`src/rtl/adv7513_config_seq.sv`:
```
// adv7513_config_seq: sequences ADV7513 register writes through the I2C master with retry, timeout and hot-plug re-run
module adv7513_config_seq #(
    parameter int NUM_WRITES     = 31,
    parameter int POWERUP_CYCLES = 10000000,
    parameter int MAX_RETRY      = 3,
    parameter int RETRY_GAP      = 50000,
    parameter int TIMEOUT_CYCLES = 5000000,
    parameter int HPD_DEBOUNCE   = 1000000
) (
    input  logic       clk_50,
    input  logic       reset_al,
    input  logic       hdmi_int,
    input  logic       i2c_done,
    input  logic       i2c_fail,
    input  logic       i2c_byte_sel,
    output logic       i2c_start,
    output logic [7:0] byte_lut,
    output logic [4:0] write_idx,
    output logic       config_done,
    output logic       config_error,
    output logic [1:0] retry_count
);
    typedef enum logic [2:0] {PWRUP, ISSUE, WAIT, CHECK, GAP, DONE, ERROR} state_t;
    state_t state, state_n;
    logic [1:0] rst_sync, done_sync, fail_sync, sel_sync, int_sync;
    logic rst_n, done_d, done_rise, hpd, fail_lat, fail_n;
    logic start_n, cfg_done_n, cfg_err_n;
    logic [31:0] cnt, cnt_n;
    logic [4:0] idx_n;
    logic [1:0] retry_n;

    // reset synchroniser: assertion reaches all logic at once, release waits for two clk_50 edges
    always_ff @(posedge clk_50 or negedge reset_al)
        if (!reset_al) rst_sync <= 2'b00;
        else rst_sync <= {rst_sync[0], 1'b1};
    assign rst_n = rst_sync[1];

    // two-flop synchronisers for the I2C-domain status and the hot-plug interrupt, plus done edge history
    always_ff @(posedge clk_50 or negedge rst_n)
        if (!rst_n) begin
            done_sync <= 2'b00;
            fail_sync <= 2'b00;
            sel_sync  <= 2'b00;
            int_sync  <= 2'b11;
            done_d    <= 1'b0;
        end else begin
            done_sync <= {done_sync[0], i2c_done};
            fail_sync <= {fail_sync[0], i2c_fail};
            sel_sync  <= {sel_sync[0], i2c_byte_sel};
            int_sync  <= {int_sync[0], hdmi_int};
            done_d    <= done_sync[1];
        end

    assign done_rise = done_sync[1] & ~done_d;
    assign hpd       = ~int_sync[1] && cnt == 32'(HPD_DEBOUNCE - 1);
    assign byte_lut  = {2'b00, write_idx, sel_sync[1] & (state == WAIT)};

    // sequencer state, shared cycle counter and outputs
    always_ff @(posedge clk_50 or negedge rst_n)
        if (!rst_n) begin
            state        <= PWRUP;
            cnt          <= '0;
            i2c_start    <= 1'b0;
            write_idx    <= '0;
            retry_count  <= '0;
            config_done  <= 1'b0;
            config_error <= 1'b0;
            fail_lat     <= 1'b0;
        end else begin
            state        <= state_n;
            cnt          <= cnt_n;
            i2c_start    <= start_n;
            write_idx    <= idx_n;
            retry_count  <= retry_n;
            config_done  <= cfg_done_n;
            config_error <= cfg_err_n;
            fail_lat     <= fail_n;
        end

    // next-state: one counter serves power-up, transfer timeout, retry gap and hot-plug debounce
    always_comb begin
        state_n    = state;
        cnt_n      = cnt + 32'd1;
        start_n    = i2c_start;
        idx_n      = write_idx;
        retry_n    = retry_count;
        cfg_done_n = config_done;
        cfg_err_n  = config_error;
        fail_n     = fail_lat;
        case (state)
            PWRUP: if (cnt == 32'(POWERUP_CYCLES - 1)) state_n = ISSUE;
            ISSUE: begin
                start_n = 1'b1;
                cnt_n   = '0;
                state_n = WAIT;
            end
            WAIT: if (done_rise || cnt == 32'(TIMEOUT_CYCLES - 1)) begin
                start_n = 1'b0;
                fail_n  = done_rise ? fail_sync[1] : 1'b1;
                state_n = CHECK;
            end
            CHECK: begin
                cnt_n = '0;
                if (!fail_lat) begin
                    if (write_idx == 5'(NUM_WRITES - 1)) begin
                        cfg_done_n = 1'b1;
                        state_n    = DONE;
                    end else begin
                        idx_n   = write_idx + 5'd1;
                        retry_n = '0;
                        state_n = ISSUE;
                    end
                end else if (retry_count < 2'(MAX_RETRY)) begin
                    retry_n = retry_count + 2'd1;
                    state_n = GAP;
                end else begin
                    cfg_err_n = 1'b1;
                    state_n   = ERROR;
                end
            end
            GAP: if (cnt == 32'(RETRY_GAP - 1)) state_n = ISSUE;
            DONE, ERROR: begin
                cnt_n = int_sync[1] ? '0 : cnt + 32'd1;
                if (hpd) begin
                    cfg_done_n = 1'b0;
                    idx_n      = '0;
                    retry_n    = '0;
                    state_n    = ISSUE;
                end
            end
            default: state_n = PWRUP;
        endcase
    end
endmodule

```
`config.mk`:
```
export PLATFORM = sky130hd
export DESIGN_NAME = adv7513_config_seq
export DESIGN_NICKNAME = d
export VERILOG_FILES = /design/src/rtl/adv7513_config_seq.sv
export SDC_FILE = /design/constraint.sdc
export NUM_CORES = 1
export LEC_CHECK = 0
export CAP_MARGIN = 20
export CORE_AREA = 8 8 85 87
export DETAILED_ROUTE_END_ITERATION = 10
export DIE_AREA = 0 0 93 95
export PLACE_DENSITY_LB_ADDON = 0.08
export SLEW_MARGIN = 20
export SYNTH_ARGS = -nofsm -noshare
export SYNTH_HDL_FRONTEND = slang
export SYNTH_SLANG_ARGS = --single-unit
```
`constraint.sdc`:
```
create_clock -name clk_50 -period 2.15 [get_ports clk_50]
set_clock_uncertainty 0.1 [all_clocks]
set_input_delay 0.215 -clock clk_50 [delete_from_list [all_inputs] [get_ports clk_50]]
set_output_delay 0.215 -clock clk_50 [all_outputs]
set_load 0.01 [all_outputs]
```
==> impl_metrics.py, run 1 <==
metrics = {
    "placed_design": {
        "finalWeightedCongestion": 0.862,
        "dp_hpwl_um": 4430,
        "numPortBuffers": 21,
        "dp.cells": 418,
    },
    "yosys": {
        "synth_most_common_cell": "dfrtp_1",
        "synth_top_area_share_pct": 46.9,
        "synth_flop_cell": "dfrtp_1",
        "synthAdderAreaFrac_pct": 1.71,
        "muxShareOfSynthArea_pct": 0,
        "synth_xor_area_share_pct": 7.76,
        "synth_warnings": 0,
        "ys_top_cells_by_count": "dfrtp_1, nor2_1, nand2_1, xnor2_1, nand3_1",
        "postSynth.asyncResetShare_pct": 100,
        "yosys.area.top_type": "dfrtp_1",
        "ys_ff_latch": 57,
        "synth_cells": 311,
        "synth_cell_type_count": 46,
        "syn_area_per_cell_um2": 9.44,
        "synth_area_um2": 2940,
        "synth_compound_area_share_pct": 8.40,
        "synth_top_family_by_area": "simple AND/OR/NAND/NOR gates",
        "ys_seq_area_share_pct": 48.7,
        "synth-simple-area-share_pct": 28.5,
        "synth_edf_count": 0,
        "synthTopCellsByArea": "dfrtp_1, xnor2_1, nor2_1, nand2_1, nand3_1",
    },
    "clock_network": {
        "clkLatencyLatePin_ns": 0.33,
        "htreeDepth": 3,
        "cts_sinks": 57,
        "cts_buffer_depth": 2,
        "clkTransAtPathRegs_ns": 0.06,
        "clockRootBuffer": "clkbuf_8",
        "cts_tree": "done",
        "cts_inserted_buffers": 9,
    },
    "setup_path": {
        "cp-startpoint": "cnt[30]",
        "crit-reg2reg-launch": "cnt[30]",
        "critPathMostFrequentCell": "buf_4",
        "crit_path_top_delay_cell": "or4_4",
        "required_ns": 2.29,
        "startpoint_type": "flip-flop",
        "slowest_delay_ns": 0.54,
        "crit_type": "reg -> reg",
        "critPathArrivalTime_ns": 2.25,
        "end_kind": "flip-flop",
        "crit_chain": "or4_4, nor4_4, buf_4, nand2_1, buf_4, a221oi_2",
        "worstPathMaxFanout": 4,
    },
    "detailed_routing": {
        "routed_via_density": 5.45,
        "drt_first_pass_iters": 4,
        "drc": 0,
        "ant_nets": 0,
        "postRouteWirelength_um": 6380,
        "drt_iter0_drc": 107,
        "via_count": 2378,
        "wl_per_cell_um": 14.6,
    },
    "floorplan": {
        "die_h_um": 95,
        "ios": 24,
        "die_area_um2": 8840,
        "core_um2": 5820,
        "initial_core_util_pct": 50.5,
        "die_w_um": 93,
        "rows": 28,
    },
    "power_and_ir_drop": {
        "ir_worst_vdd_mv": 0.423,
        "p_per_area_nw_per_um2": 567,
        "p_leak_uw": 0.00154,
    },
    "layout": {
        "fill_cells": 506,
        "drive_gt1_share_pct": 17.7,
        "post-route-util_pct": 63.0,
        "reg_top3": "cnt x32, write_idx x5, state x3",
        "multiInputGateArea_um2": 1430,
        "num_antenna_cells": 0,
        "register_area_um2": 1430,
        "largest_reg_flops": 32,
        "nNetsFinal": 366,
        "regMostFlops": "cnt",
        "stdcell_count": 436,
        "area_delta_synth_final_pct": 24.7,
    },
    "global_route": {
        "first_global_vias": 2301,
        "grtUsageMet1_pct": 19.6,
        "use_met2_pct": 25.1,
        "grt_busiest_layer": "met2",
        "gr-usage-all-layers_pct": 15.9,
        "grt_overflow": 0,
        "met3_usage_pct": 4.29,
        "antenna_found_initial": 0,
        "grt_pass1_wl_um": 11100,
        "grt_max_degree": 47,
    },
    "timing": {
        "setup_viol": 0,
        "final.setup.tns_ns": 0,
        "drv_slew": 0,
        "maxClockFrequency_mhz": 474,
        "layout_min_cycle_time_ns": 2.11,
        "period_share_pct": 98.1,
        "hold_viol": 0,
        "rsz0062_at_grt": "true",
    },
    "worst_hold_path": {
        "hold_path.class": "reg -> async",
    },
    "flow_run": {
        "maxCapViolations": 0,
    },
    "outcome": {
        "outcome": "finished, final reports clean",
    },
}
==> critical path, delay by kind of cell, from the launching register on <==
kind	cells	cell delay, ns
simple gates	3	0.98
flops	1	0.40
buf+inv	2	0.33
compound gates	1	0.21
==> logic make-up (layout without fill, tap and decap cells) <==
logic type      after synthesis  in the layout
other cells                   2              3
simple gates                154            154
xor+xnor                     26             26
compound gates               38             38
buf+inv                      30             79
fa+ha+maj                     4              4
flops                        57             57
==> layout make-up <==
cell class                      instances  share of cell area, %
Sequential cell                        57                   39.1
Multi-Input combinational cell        225                   39.1
Timing Repair Buffer                   52                   12.9
Clock buffer                           14                   4.99
Tap cell                               75                   2.56
Inverter                               11                   1.13
Clock inverter                          2                  0.273
==> per-layer routing <==
metal	up-vias	share of wire [%]
li1	1178	-
met1	1150	46
met2	43	48
met3	7	4.0
met4	0	1.5
met5	-	0
==> report_power, final <==
part / internal (uW) / switching (uW)
sequential: 1080 / 7.48
clock: 541 / 405
combinational: 14.3 / 23.2
total: 1640 / 435
==> path summary, 6_finish.rpt <==
check	cells after the start	to	slack, ns
min reg2reg	0	cnt[5]	0.03
max	6	state[0]	0.04
min in group clk_50	1	int_sync[0]	0.20
max in group asynchronous	2	rst_sync[1]	1.34
max reg2reg	6	state[0]	0.04
min	0	cnt[5]	0.03
==> timing repair <==
item,CTS,global route
gates resized for setup,3,9
pin swaps,0,3
hold buffers,1,0
setup endpoints to repair,5,13
endpoints found under the hold margin,2,0
buffers inserted,0,1
==> stage by stage <==
stage               hold WS (ns)  power [uW]  area, um^2  worst slack (ns)
finish                    0.0304        2080        3660            0.0406
global route              0.0533        2150        3660           -0.0343
CTS                       0.0435        2110        3600          0.000580
detailed placement        0.0373        1150        3390           -0.0650
global placement          0.0295        1150        3390            0.0347
floorplan                 -0.181        1130        2940             0.125
==> placed cells by master, fill, tap and decap left out, drive strengths merged, types with 6 or more instances in the layout <==
cell and n:
nand2 23, dfrtp 55, nor4 10, nor2b 6, o21ai 11, inv 11
xnor2 22, buf 30, clkbuf 14, and4 7, or3 6, nand3 15
nor2 44, clkdlybuf4s50 21, a21oi 8, nor3 9
Note: power is estimated with default switching activity, not from simulation.
==> run 2, diff against run 1 <==
--- a/config.mk
+++ b/config.mk
@@ -6,9 +6,10 @@
 export NUM_CORES = 1
 export LEC_CHECK = 0
 export CAP_MARGIN = 20
-export CORE_AREA = 8 8 85 87
+export CORE_AREA = 2 2 79 81
 export DETAILED_ROUTE_END_ITERATION = 10
-export DIE_AREA = 0 0 93 95
+export DIE_AREA = 0 0 81 83
+export GPL_ROUTABILITY_DRIVEN = 0
 export PLACE_DENSITY_LB_ADDON = 0.08
 export SLEW_MARGIN = 20
 export SYNTH_ARGS = -nofsm -noshare
==> impl_metrics.py, run 2 (synthesis results as in run 1) <==
metrics = {
    "clock_network": {
        "cts_sinks": 57,
        "cts_buffer_depth": 2,
        "clockRootBuffer": "clkbuf_8",
        "clkLatencyLatePin_ns": 0.35,
        "cts_inserted_buffers": 9,
        "clkTransAtPathRegs_ns": 0.08,
        "cts_tree": "done",
        "htreeDepth": 3,
    },
    "setup_path": {
        "required_ns": 1.84,
        "worstPathMaxFanout": 10,
        "startpoint_type": "flip-flop",
        "end_kind": "output pin",
        "crit_type": "reg -> out",
        "critPathArrivalTime_ns": 1.77,
    },
    "global_route": {
        "antenna_found_initial": 0,
        "gr-usage-all-layers_pct": 22.0,
        "grt_pass1_wl_um": 11400,
        "grt_overflow": 0,
        "first_global_vias": 2403,
        "grt_max_degree": 33,
    },
    "layout": {
        "reg_top3": "cnt x32, write_idx x5, state x3",
        "final_area_um2": 3650,
        "post-route-util_pct": 62.8,
        "nNetsFinal": 365,
        "num_antenna_cells": 0,
        "largest_reg_flops": 32,
        "regMostFlops": "cnt",
        "fill_cells": 499,
        "mostFrequentLayoutCells": "dfrtp_1, nor2_1, buf_4",
        "drive_gt1_share_pct": 17.5,
        "area_delta_synth_final_pct": 24.5,
        "layout_commonest_cell": "dfrtp_1",
    },
    "floorplan": {
        "die_area_um2": 6720,
        "rows": 28,
        "die_h_um": 83,
        "initial_core_util_pct": 50.5,
        "ios": 24,
        "core_um2": 5820,
        "die_w_um": 81,
    },
    "placed_design": {
        "dp_hpwl_um": 4620,
        "post_dp_cell_area_um2": 3380,
        "numPortBuffers": 21,
    },
    "detailed_routing": {
        "drc": 0,
        "drt_first_pass_iters": 4,
        "ant_nets": 0,
        "drt_iter0_drc": 125,
        "wl_per_cell_um": 15.4,
        "routed_via_density": 5.58,
        "via_count": 2427,
        "postRouteWirelength_um": 6700,
    },
    "outcome": {
        "outcome": "finished, final reports clean",
    },
    "timing": {
        "final.setup.tns_ns": 0,
        "period_share_pct": 97.1,
        "maxClockFrequency_mhz": 479,
        "rsz0062_at_grt": "true",
        "slew_headroom_pct": 60.8,
        "drv_slew": 0,
        "layout_min_cycle_time_ns": 2.09,
        "hold_viol": 0,
        "worstMarginPinSlew_ns": 0.588,
        "setup_viol": 0,
        "hold_ws_ns": 0.168,
    },
    "flow_run": {
        "maxCapViolations": 0,
    },
    "power_and_ir_drop": {
        "p_per_area_nw_per_um2": 589,
        "power_uw": 2150,
        "ir_worst_vdd_mv": 0.642,
        "p_leak_uw": 0.00153,
    },
    "worst_hold_path": {
        "hold_path.class": "reg -> async",
    },
}
## run 2: repair_timing
action / 4_1_cts / 5_1_grt
setup endpoints to repair: 1 / 13
endpoints found under the hold margin: 2 / 0
setup buffers: 0 / 1
resized for setup: 2 / 10
pin swaps: 0 / 3
hold buffers: 1 / 0
## run 2: critical path: stages, from the launching register on
cell and delay, ns:
dfrtp_2 0.47, nor2b_2 0.25, and3_1 0.17, clkdlybuf4s50_1 0.53
## run 2: per-layer routing
metal / track usage [%] / part of all wire [%] / wire [um]
met1: 28.5 / 44 / 2920
met2: 35.1 / 50 / 3350
met3: 4.13 / 3.5 / 237
met4: 10.3 / 2.9 / 192
met5: 0 / 0 / 0
## run 2: stage by stage
step                setup slack, ns  std cells
floorplan                     0.125        312
global placement             0.0559        417
detailed placement           0.0116        417
CTS                         0.00544        434
global route                -0.0208        435
finish                       0.0613        435
## run 2: power by group
part | internal, uW | switching (uW)
logic | 14.5 | 17.9
clock network | 596 | 428
registers | 1080 | 13.1
total | 1690 | 459
## run 2: final timing paths
kind,cells past startpoint,end,slack (ns),from
worst max-delay path,3,byte_lut[0],0.06,state[1]
worst min-delay path,0,i2c_start,0.17,rst_sync[1]
worst max register to register,8,state[2],0.07,cnt[25]
worst min register to register,0,i2c_start,0.17,rst_sync[1]
max in group asynchronous,1,int_sync[0],1.14,rst_sync[1]
min in group clk_50,1,int_sync[0],0.18,hdmi_int
## run 2: cell type report
class                   count  area, um^2  area share [%]
clock buffers              13         159            4.35
clock inverters             3        40.0            1.10
inverters                  11        41.3            1.13
multi-input cells         225        1430            39.0
flip-flops and latches     57        1430            39.2
well taps                  75        93.8            2.57
repair buffers             51         463            12.7
==> run 3, diff against run 2 <==
--- a/config.mk
+++ b/config.mk
@@ -7,10 +7,12 @@
 export LEC_CHECK = 0
 export CAP_MARGIN = 20
 export CORE_AREA = 2 2 79 81
+export CTS_CLUSTER_SIZE = 8
 export DETAILED_ROUTE_END_ITERATION = 10
 export DIE_AREA = 0 0 81 83
 export GPL_ROUTABILITY_DRIVEN = 0
 export PLACE_DENSITY_LB_ADDON = 0.08
+export SKIP_LAST_GASP = 1
 export SLEW_MARGIN = 20
 export SYNTH_ARGS = -nofsm -noshare
 export SYNTH_HDL_FRONTEND = slang
==> impl_metrics.py, run 3 (synthesis results as in run 1) <==
metrics = {
    "global_route": {
        "grt_max_degree": 33,
        "grt_pass1_wl_um": 11400,
        "first_global_vias": 2403,
        "antenna_found_initial": 0,
        "grt_overflow": 0,
        "gr-usage-all-layers_pct": 22.0,
    },
    "floorplan": {
        "rows": 28,
        "die_area_um2": 6720,
        "die_w_um": 81,
        "die_h_um": 83,
        "core_um2": 5820,
        "initial_core_util_pct": 50.5,
        "ios": 24,
    },
    "timing": {
        "maxClockFrequency_mhz": 479,
        "layout_min_cycle_time_ns": 2.09,
        "hold_viol": 0,
        "setup_viol": 0,
        "rsz0062_at_grt": "true",
        "slew_headroom_pct": 60.7,
        "worstMarginPinSlew_ns": 0.589,
        "period_share_pct": 97.1,
        "final.setup.tns_ns": 0,
        "drv_slew": 0,
    },
    "placed_design": {
        "dp.cells": 417,
        "numPortBuffers": 21,
        "dp_hpwl_um": 4620,
    },
    "worst_hold_path": {
        "hold_path.class": "reg -> async",
    },
    "detailed_routing": {
        "postRouteWirelength_um": 6690,
        "ant_nets": 0,
        "via_count": 2432,
        "drt_first_pass_iters": 4,
        "wl_per_cell_um": 15.4,
        "routed_via_density": 5.59,
        "drt_iter0_drc": 110,
        "drc": 0,
    },
    "clock_network": {
        "htreeDepth": 3,
        "cts_inserted_buffers": 9,
        "cts_tree": "done",
        "cts_buffer_depth": 2,
        "cts_sinks": 57,
        "clockRootBuffer": "clkbuf_8",
        "clkLatencyLatePin_ns": 0.34,
        "clkTransAtPathRegs_ns": 0.08,
    },
    "setup_path": {
        "crit-reg2reg-launch": "cnt[25]",
        "worstPathMaxFanout": 10,
        "crit_type": "reg -> out",
        "cp-startpoint": "state[1]",
        "crit_chain": "nor2b_2, and3_1, clkdlybuf4s50_1",
        "required_ns": 1.84,
        "critPathArrivalTime_ns": 1.77,
        "end_kind": "output pin",
        "crit_path_top_delay_cell": "clkdlybuf4s50_1",
        "slowest_delay_ns": 0.53,
        "startpoint_type": "flip-flop",
    },
    "layout": {
        "stdcell_count": 435,
        "largest_reg_flops": 32,
        "regMostFlops": "cnt",
        "layout_commonest_cell": "dfrtp_1",
        "reg_top3": "cnt x32, write_idx x5, state x3",
        "drive_gt1_share_pct": 17.2,
        "multiInputGateArea_um2": 1430,
        "num_antenna_cells": 0,
        "mostFrequentLayoutCells": "dfrtp_1, nor2_1, buf_4",
        "nNetsFinal": 365,
        "register_area_um2": 1430,
        "fill_cells": 500,
        "area_delta_synth_final_pct": 24.5,
    },
    "power_and_ir_drop": {
        "p_per_area_nw_per_um2": 589,
        "p_leak_uw": 0.00154,
        "ir_worst_vdd_mv": 0.643,
        "power_uw": 2150,
    },
    "flow_run": {
        "maxCapViolations": 0,
    },
    "outcome": {
        "outcome": "finished, final reports clean",
    },
}
run 3: cell counts in the layout (fill, tap and decap cells not counted):
No cell type changed its count.
run 3: layout make-up:
type / instances / share of cell area, %
flip-flops and latches: 57 / 39.2
multi-input cells: 225 / 39.0
repair buffers: 51 / 12.7
clock buffers: 13 / 4.35
well taps: 75 / 2.57
inverters: 11 / 1.13
clock inverters: 3 / 1.10
run 3: metrics by stage:
stage                     setup WS [ns]  hold slack [ns]  cell area, um^2  utilization, %
after floorplan                   0.125           -0.181             2940               -
after global placement           0.0559            0.186             3380            58.2
after detailed placement         0.0116            0.197             3380            58.2
after CTS                       0.00544            0.177             3590            61.8
after global routing            -0.0391            0.198             3650            62.8
final                            0.0619            0.166             3650            62.8
run 3: what timing repair did:
action                                  CTS  global route
gates resized for setup                   2             9
pin swaps                                 0             2
endpoints found under the setup margin    1            13
hold buffers                              1             0
setup buffers                             0             1
hold endpoints to repair                  2             0
run 3: worst paths after layout:
path | endpoint | slack [ns] | cells past startpoint
hold reg to reg | state[0] | 0.17 | 0
max in group asynchronous | int_sync[0] | 1.14 | 1
setup / recovery | byte_lut[0] | 0.06 | 3
min in group clk_50 | int_sync[0] | 0.18 | 1
setup reg to reg | state[2] | 0.07 | 8
hold / removal | state[0] | 0.17 | 0
run 3: critical path, delay by kind of cell (launching register included):
family	cells	cell delay, ns
simple gates	2	0.42
buf+inv	1	0.53
flops	1	0.47
run 3: per-layer routing:
| metal | up-vias | track usage, % | part of all wire (%) |
|---|---|---|---|
| met3 | 16 | 4.13 | 3.9 |
| met4 | 0 | 10.3 | 2.4 |
| met5 | - | 0 | 0 |
| li1 | 1174 | - | - |
| met1 | 1192 | 28.5 | 44 |
| met2 | 50 | 35.1 | 50 |
run 3: report_power, final:
group          leakage, uW  switching [uW]  internal [uW]
clock network     0.000103             428            596
registers         0.000756            13.1           1080
logic             0.000676            17.9           14.5
total              0.00154             459           1690
